**src/rtl/huffman_decoder.sv**
```systemverilog
// Serial Huffman decoder for a 6-entry code table (HC/M).
// It latches the table, shifts in stream bits under a valid/ready handshake
// and emits one gray level for each matched codeword until NUM_PIX symbols are decoded.
module huffman_decoder #(
    parameter int unsigned NUM_SYM = 6,
    parameter int unsigned SYM_W   = 8,
    parameter int unsigned MAX_LEN = 8,
    parameter int unsigned NUM_PIX = 100
) (
    input  logic                     clk,
    input  logic                     reset,
    input  logic                     code_valid,
    input  logic [NUM_SYM*SYM_W-1:0] HC,
    input  logic [NUM_SYM*SYM_W-1:0] M,
    input  logic                     bit_valid,
    input  logic                     bit_in,
    output logic                     bit_ready,
    output logic                     gray_valid,
    output logic [SYM_W-1:0]         gray_data,
    output logic                     done,
    output logic                     err
);

    localparam int unsigned TAB_W = NUM_SYM * SYM_W;
    localparam int unsigned LEN_W = 4;
    localparam int unsigned CNT_W = 7;
    localparam int unsigned IDX_W = $clog2(NUM_SYM);

    localparam logic [1:0] IDLE   = 2'd0;
    localparam logic [1:0] DECODE = 2'd1;
    localparam logic [1:0] DONE   = 2'd2;
    localparam logic [1:0] ERR    = 2'd3;

    logic [1:0]         state, state_n;
    // The accumulator never holds a complete MAX_LEN-bit word: the last bit either matches or errors.
    logic [MAX_LEN-2:0] acc, acc_n;
    logic [LEN_W-1:0]   blen, blen_n;
    logic [CNT_W-1:0]   sym_cnt, cnt_n;
    logic               load_tab;

    logic [SYM_W-1:0]   hc_tab  [NUM_SYM];
    logic [SYM_W-1:0]   m_tab   [NUM_SYM];
    logic [LEN_W-1:0]   len_tab [NUM_SYM];

    logic [MAX_LEN-1:0] acc_shift;
    logic [LEN_W-1:0]   blen_inc;
    logic               accept;
    logic               match;
    logic [IDX_W-1:0]   match_idx;

    logic               bit_ready_n;
    logic               gray_valid_n;
    logic [SYM_W-1:0]   gray_data_n;
    logic               done_n;
    logic               err_n;

    function automatic logic [LEN_W-1:0] popcnt(input logic [SYM_W-1:0] v);
        logic [LEN_W-1:0] c;
        c = '0;
        for (int k = 0; k < SYM_W; k++) begin
            c = c + LEN_W'(v[k]);
        end
        return c;
    endfunction

    assign acc_shift = {acc, bit_in};
    assign blen_inc  = blen + LEN_W'(1);
    assign accept    = bit_valid && bit_ready;

    // Compare the would-be accumulator against every table entry; lowest index wins.
    always_comb begin
        match     = 1'b0;
        match_idx = '0;
        for (int i = 0; i < NUM_SYM; i++) begin
            if (!match && (len_tab[i] != '0) && (len_tab[i] == blen_inc) &&
                ((SYM_W'(acc_shift) & m_tab[i]) == (hc_tab[i] & m_tab[i]))) begin
                match     = 1'b1;
                match_idx = IDX_W'(i);
            end
        end
    end

    // Next-state and next-output logic.
    always_comb begin
        state_n      = state;
        acc_n        = acc;
        blen_n       = blen;
        cnt_n        = sym_cnt;
        load_tab     = 1'b0;
        gray_valid_n = 1'b0;
        gray_data_n  = '0;
        done_n       = 1'b0;
        case (state)
            IDLE: begin
                if (code_valid) begin
                    load_tab = 1'b1;
                    acc_n    = '0;
                    blen_n   = '0;
                    cnt_n    = '0;
                    state_n  = DECODE;
                end
            end
            DECODE: begin
                if (accept) begin
                    if (match) begin
                        gray_valid_n = 1'b1;
                        gray_data_n  = SYM_W'(match_idx) + SYM_W'(1);
                        acc_n        = '0;
                        blen_n       = '0;
                        cnt_n        = sym_cnt + CNT_W'(1);
                        if (sym_cnt == CNT_W'(NUM_PIX - 1)) begin
                            state_n = DONE;
                        end
                    end else if (blen_inc == LEN_W'(MAX_LEN)) begin
                        acc_n   = '0;
                        blen_n  = '0;
                        state_n = ERR;
                    end else begin
                        acc_n  = acc_shift[MAX_LEN-2:0];
                        blen_n = blen_inc;
                    end
                end
            end
            DONE: begin
                done_n  = 1'b1;
                state_n = IDLE;
            end
            ERR: begin
                state_n = IDLE;
            end
            default: begin
                state_n = IDLE;
            end
        endcase
        bit_ready_n = (state_n == DECODE);
        err_n       = (state_n == ERR);
    end

    // State, datapath and registered outputs.
    always_ff @(posedge clk or posedge reset) begin
        if (reset) begin
            state      <= IDLE;
            acc        <= '0;
            blen       <= '0;
            sym_cnt    <= '0;
            bit_ready  <= 1'b0;
            gray_valid <= 1'b0;
            gray_data  <= '0;
            done       <= 1'b0;
            err        <= 1'b0;
        end else begin
            state      <= state_n;
            acc        <= acc_n;
            blen       <= blen_n;
            sym_cnt    <= cnt_n;
            bit_ready  <= bit_ready_n;
            gray_valid <= gray_valid_n;
            gray_data  <= gray_data_n;
            done       <= done_n;
            err        <= err_n;
        end
    end

    // Code table: captured only when leaving IDLE, so it is stable for a whole image.
    always_ff @(posedge clk or posedge reset) begin
        if (reset) begin
            for (int i = 0; i < NUM_SYM; i++) begin
                hc_tab[i]  <= '0;
                m_tab[i]   <= '0;
                len_tab[i] <= '0;
            end
        end else if (load_tab) begin
            for (int i = 0; i < NUM_SYM; i++) begin
                hc_tab[i]  <= HC[TAB_W-1-SYM_W*i -: SYM_W];
                m_tab[i]   <= M[TAB_W-1-SYM_W*i -: SYM_W];
                len_tab[i] <= popcnt(M[TAB_W-1-SYM_W*i -: SYM_W]);
            end
        end
    end

endmodule

```
**config.mk**
```make
export PLATFORM = sky130hd
export DESIGN_NAME = huffman_decoder
export DESIGN_NICKNAME = d
export VERILOG_FILES = /design/src/rtl/huffman_decoder.sv
export SDC_FILE = /design/constraint.sdc
export NUM_CORES = 1
export LEC_CHECK = 0
export ABC_AREA = 1
export CELL_PAD_IN_SITES_DETAIL_PLACEMENT = 1
export CELL_PAD_IN_SITES_GLOBAL_PLACEMENT = 2
export CORE_MARGIN = 4
export CORE_UTILIZATION = 35
export DETAILED_ROUTE_END_ITERATION = 8
export PLACE_DENSITY_LB_ADDON = 0.1
export RECOVER_POWER = 50
export SYNTH_ARGS = -nofsm -noshare
export SYNTH_HDL_FRONTEND = slang
export SYNTH_SLANG_ARGS = --single-unit
```
**constraint.sdc**
```tcl
create_clock -name clk -period 9.42 [get_ports clk]
set_input_delay 0.942 -clock clk [delete_from_list [all_inputs] [get_ports clk]]
set_output_delay 0.942 -clock clk [all_outputs]
set_load 0.02 [all_outputs]
```
# --- Word-level counts from Yosys, hierarchy flattened ---
# Cells that the tools add are included.
word_totals:
  wordCells: 179
  input_bits: 101
  regBits: 152
  memories: 0
  output_inout_bits: 12
  rom_bits: 0
  mem_bits_rw: 0
  latch_bits: 0
classes:
  addsub: 45
  n_mux: 39
  n_reduce_logical: 34
  n_eq_ne: 22
  magnitude_cmp: 0
  shifts: 0
  mul: 0
  div: 0
  bitwise: 12
ops:
  columns: ["cell", "n"]
  rows:
  - ["$add A4 B1 Y4", 24]
  - ["$and A8 B8 Y8", 12]
  - ["$eq A8 B8 Y1", 6]
  - ["$mux W7", 6]
  - ["$mux W4", 7]
  - ["$pmux W7 S2", 2]
  - ["$add A3 B1 Y4", 6]
  - ["$eq A4 B4 Y1", 6]
  - ["$reduce_bool A4 Y1", 6]
  - ["$add A2 B1 Y3", 6]
  - ["$logic_and A1 B1 Y1", 18]
  - ["$mux W1", 13]
  - ["$add A1 B1 Y2", 6]
  - ["$mux W3", 4]
  - ["$mux W2", 5]
  - ["$pmux W4 S2", 1]
  - ["$add A7 B1 Y7 const B", 1]
  - ["$eq A7 B7 Y1 const B", 1]
  - ["$eq A2 B2 Y1 const B", 3]
  - ["$ne A2 B2 Y1 const B", 3]
  - ["$pmux W2 S3", 1]
  - ["$logic_not A1 Y1", 5]
  - ["$add A3 B1 Y4 const B", 1]
  - ["$add A4 B1 Y4 const B", 1]
  - ["7 further kinds", 8]

# --- Logic depth before layout (Yosys ltp) ---
logic_depth:
  depth_word: 34
  mapped_depth: 17
  depth_no_buf: 17

# --- Worst setup path after synthesis ---
# No wires, ideal clock.
synth_timing:
  kind: "input to register"
  start: "input M[24]"
  end: "register len_tab[14] (netlist name)"
  setup_ps: 135
  path_slack_ps: 6070
  t_required_ps: 9285
  n_path_buf: 0
  cell_stages: 9
  arrival_ps: 3215
  cell_sequence: "fa_1 inv_1 fa_1 fa_1 inv_1 ha_1 fa_1 xnor2_1 o21ai_0"
synth_between:
  elab_chain_len: 7
synth_rtl:
  columns: ["element", "line", "source"]
  rows:
  - ["from (decl)", "14", "input logic [NUM_SYM*SYM_W-1:0] M,"]
  - ["$add A1 B1 Y2", "61", "c = c + LEN_W'(v[k]);"]
  - ["$add A2 B1 Y3", "61", null]
  - ["$add A3 B1 Y4", "61", null]
  - ["$add A4 B1 Y4 (4 in series)", "61", null]
  - ["to (signal, indexed assignment)", "176", "len_tab[i] <= popcnt(M[TAB_W-1-SYM_W*i -: SYM_W]);"]
  - ["to (decl)", "43", "logic [LEN_W-1:0] len_tab [NUM_SYM];"]
# No other way between the ends.
# A chain may end at the register's enable or synchronous reset.

# --- Worst setup path in the final report ---
layout_timing:
  start: "input code_valid"
  end: "register len_tab[6] (netlist name)"
layout_between:
  elab_chain_len: 2
layout_rtl:
  columns: ["element", "line", "source"]
  rows:
  - ["from (decl)", "12", "input logic code_valid,"]
  - ["$mux W1", "95", "if (code_valid) begin"]
  - ["$mux W1", "93", "case (state)"]
# No other way between the ends.

==> impl_metrics.yaml <==
sta:
  slew_headroom: -1.92
  timing.final.max_slew_violations: 248
  hold_viol: 0
  finalSetupViolations: 0
  worstMarginPinSlew_ps: 4350
  skew_ps: 11.4
  fmax_mhz: 173
  rsz0062_at_grt: "no"
  fin_setup_tns_ps: 0
  fin_crit_sh: 0.615
  min_period_ps: 5790
power_and_ir_drop:
  irDropWorstVdd_mv: 0.124
  powerDensity_nw_per_um2: 305
  power_leakage_uw: 0.00510
cts:
  cts_htree_levels: 4
  numCtsBuffers: 17
  cts-root-buf: "clkbuf_16"
  clk_latency_ps: 430
  tritoncts: "built"
  clk_pin_slew_ps: 70
  post-cts-setup-buffers: 0
  hold_buffers: 0
  cts.sinks: 148
  cts_resized: 0
  cts_buffer_depth: 2
min_path:
  hp-class: "reg2reg"
run_status:
  violations: "max-capacitance violations, max-slew violations"
  status: "complete, but fails checks"
floorplan:
  row_count: 55
  top_level_ports: 113
  die_w_um: 161
  die_h_um: 161
  dieArea_um2: 25900
  core_area_um2: 22800
  initial_core_util: 0.359
grt:
  grt_pass1_vias: 7446
  grt-ovfl-total: 0
  grt_max_degree: 100
  grtUsageTotal: 0.191
  grt_pass1_wl_mm: 39.3
  grt_antenna_before_repair: 0
logic_synthesis:
  synth_cell_types: 33
  yosys.area_share.adder: 0.0907
  synth_compound_area_frac: 0.0662
  postSynthCellCount: 1067
  syn_area_um2: 8200
  synth.avg_cell_area_um2: 7.68
  yosys_warnings: 0
  synthXorXnorAreaFrac: 0.0235
  ys_seq_area_frac: 0.452
  synthMuxAreaShare: 0
  synth_simple_gate_area_frac: 0.289
  synth_top_family_by_area: "simple AND/OR/NAND/NOR gates"
  yosys_register_bits: 148
critical_path:
  critPathKind: "in2reg"
  cp.arrival_ps: 5900
  cp.required_ps: 9530
  crit_path_end_kind: "flop"
  cp_max_fo: 99
  setup.worst_path.start_class: "input pin"
placed_design:
  port_buffers: 108
  place.gp.congestion: 0.760
  dpl-instance-area_um2: 9540
  dp.cells: 1454
  dp_hpwl_mm: 16.8
layout:
  syn_to_final_growth_pct: 23.5
  layout_common_cells: "nand2_1 (407), dfrtp_1 (148), inv_1 (118)"
  utilization: 0.443
  stdcell_count: 1485
  fin_nets: 1306
  diodes: 0
  layout_commonest_cell: "nand2_1"
  drive_gt1_frac: 0.0461
  stdcell_area_um2: 10100
drt:
  wire_per_inst_um: 15.9
  ant_nets: 0
  drc: 0
  wirelength_mm: 23.6
  dr_total_vias: 6969
  drt_first_iter_violations: 275
  drtPass1Iterations: 4
  via_per_inst: 4.69
job:
  drv_cap: 3
[stage by stage]
| stage | power, uW | hold slack, ps | setup WS, ps |
|---|---|---|---|
| after floorplan | 1990 | 422 | 4500 |
| after global placement | 2370 | 449 | 5470 |
| after detailed placement | 2410 | 441 | 5390 |
| after CTS | 3140 | 454 | 5850 |
| after global routing | 3390 | 468 | 2940 |
| final | 3090 | 446 | 3630 |
[cells by family (layout without fill, tap and decap cells)]
logic type,count (synthesis),count (layout)
and+or+nand+nor,584,584
buffers and inverters,163,264
DFF,148,148
AOI/OAI and AO/OA,104,104
adders and majority gates,45,45
xor gates and xnor gates,22,22
other,1,5
[layer usage]
metal	track usage	part of all wire	routed length, um
met3	0.0329	0.031	723
met1	0.264	0.49	11500
met2	0.318	0.48	11300
met5	0	0	0
met4	0.0399	0.0080	189
[worst paths after layout]
check	cells after the start	startpoint	slack, ps	end
max	4	code_valid	3630	len_tab[6]
min	1	state[0]	450	done
max reg2reg	4	state[1]	4240	len_tab[6]
min reg2reg	1	state[0]	450	done
max in group asynchronous	3	reset	5030	len_tab[21]
min in group asynchronous	2	reset	2270	hc_tab[22]
[worst max-delay path, cell delays in order]
cell	delay, ps
dlygate4sd3_1	530
nand2_1	800
clkbuf_1	3030
o21ai_0	460
[flip-flops by register name, summed over array words and instances (netlist names)]
name and count:
len_tab 24, hc_tab 48, gray_valid 1, err 1
gray_data 4, sym_cnt 7, acc 7, done 1
blen 4, state 2, bit_ready 1, m_tab 48
[final cells by class]
cell class              instances  area (um2)
clock buffers                  17         425
clock inverters                14         179
fillers                      2855       12700
inverters                     122         463
multi-input cells             760        3860
flip-flops and latches        148        3700
well taps                     313         392
repair buffers                111        1100
[power by group]
| part | switching, uW | internal (uW) |
|---|---|---|
| clock | 290 | 419 |
| sequential | 265 | 909 |
| combinational | 737 | 468 |
| total | 1290 | 1800 |
[synth_stat cells, drive strengths merged]
library cell	number	area [um2]
o22ai	6	37.5
xnor2	11	96.3
fa	24	480
buf	14	82.6
nor3	1	5.00
xor2	11	96.3
nor3b	1	7.51
or2	3	18.8
dfrtp	148	3700
nand2	415	1580
clkbuf	27	101
or3	1	6.26
nand4	6	37.5
inv	122	460
nor2	100	385
nand3	54	300
o221ai	1	8.76
a21oi	19	95.1
nand3b	3	22.5
o21ai	78	402
ha	21	263
conb	1	3.75
(Power assumes the default switching activity.)
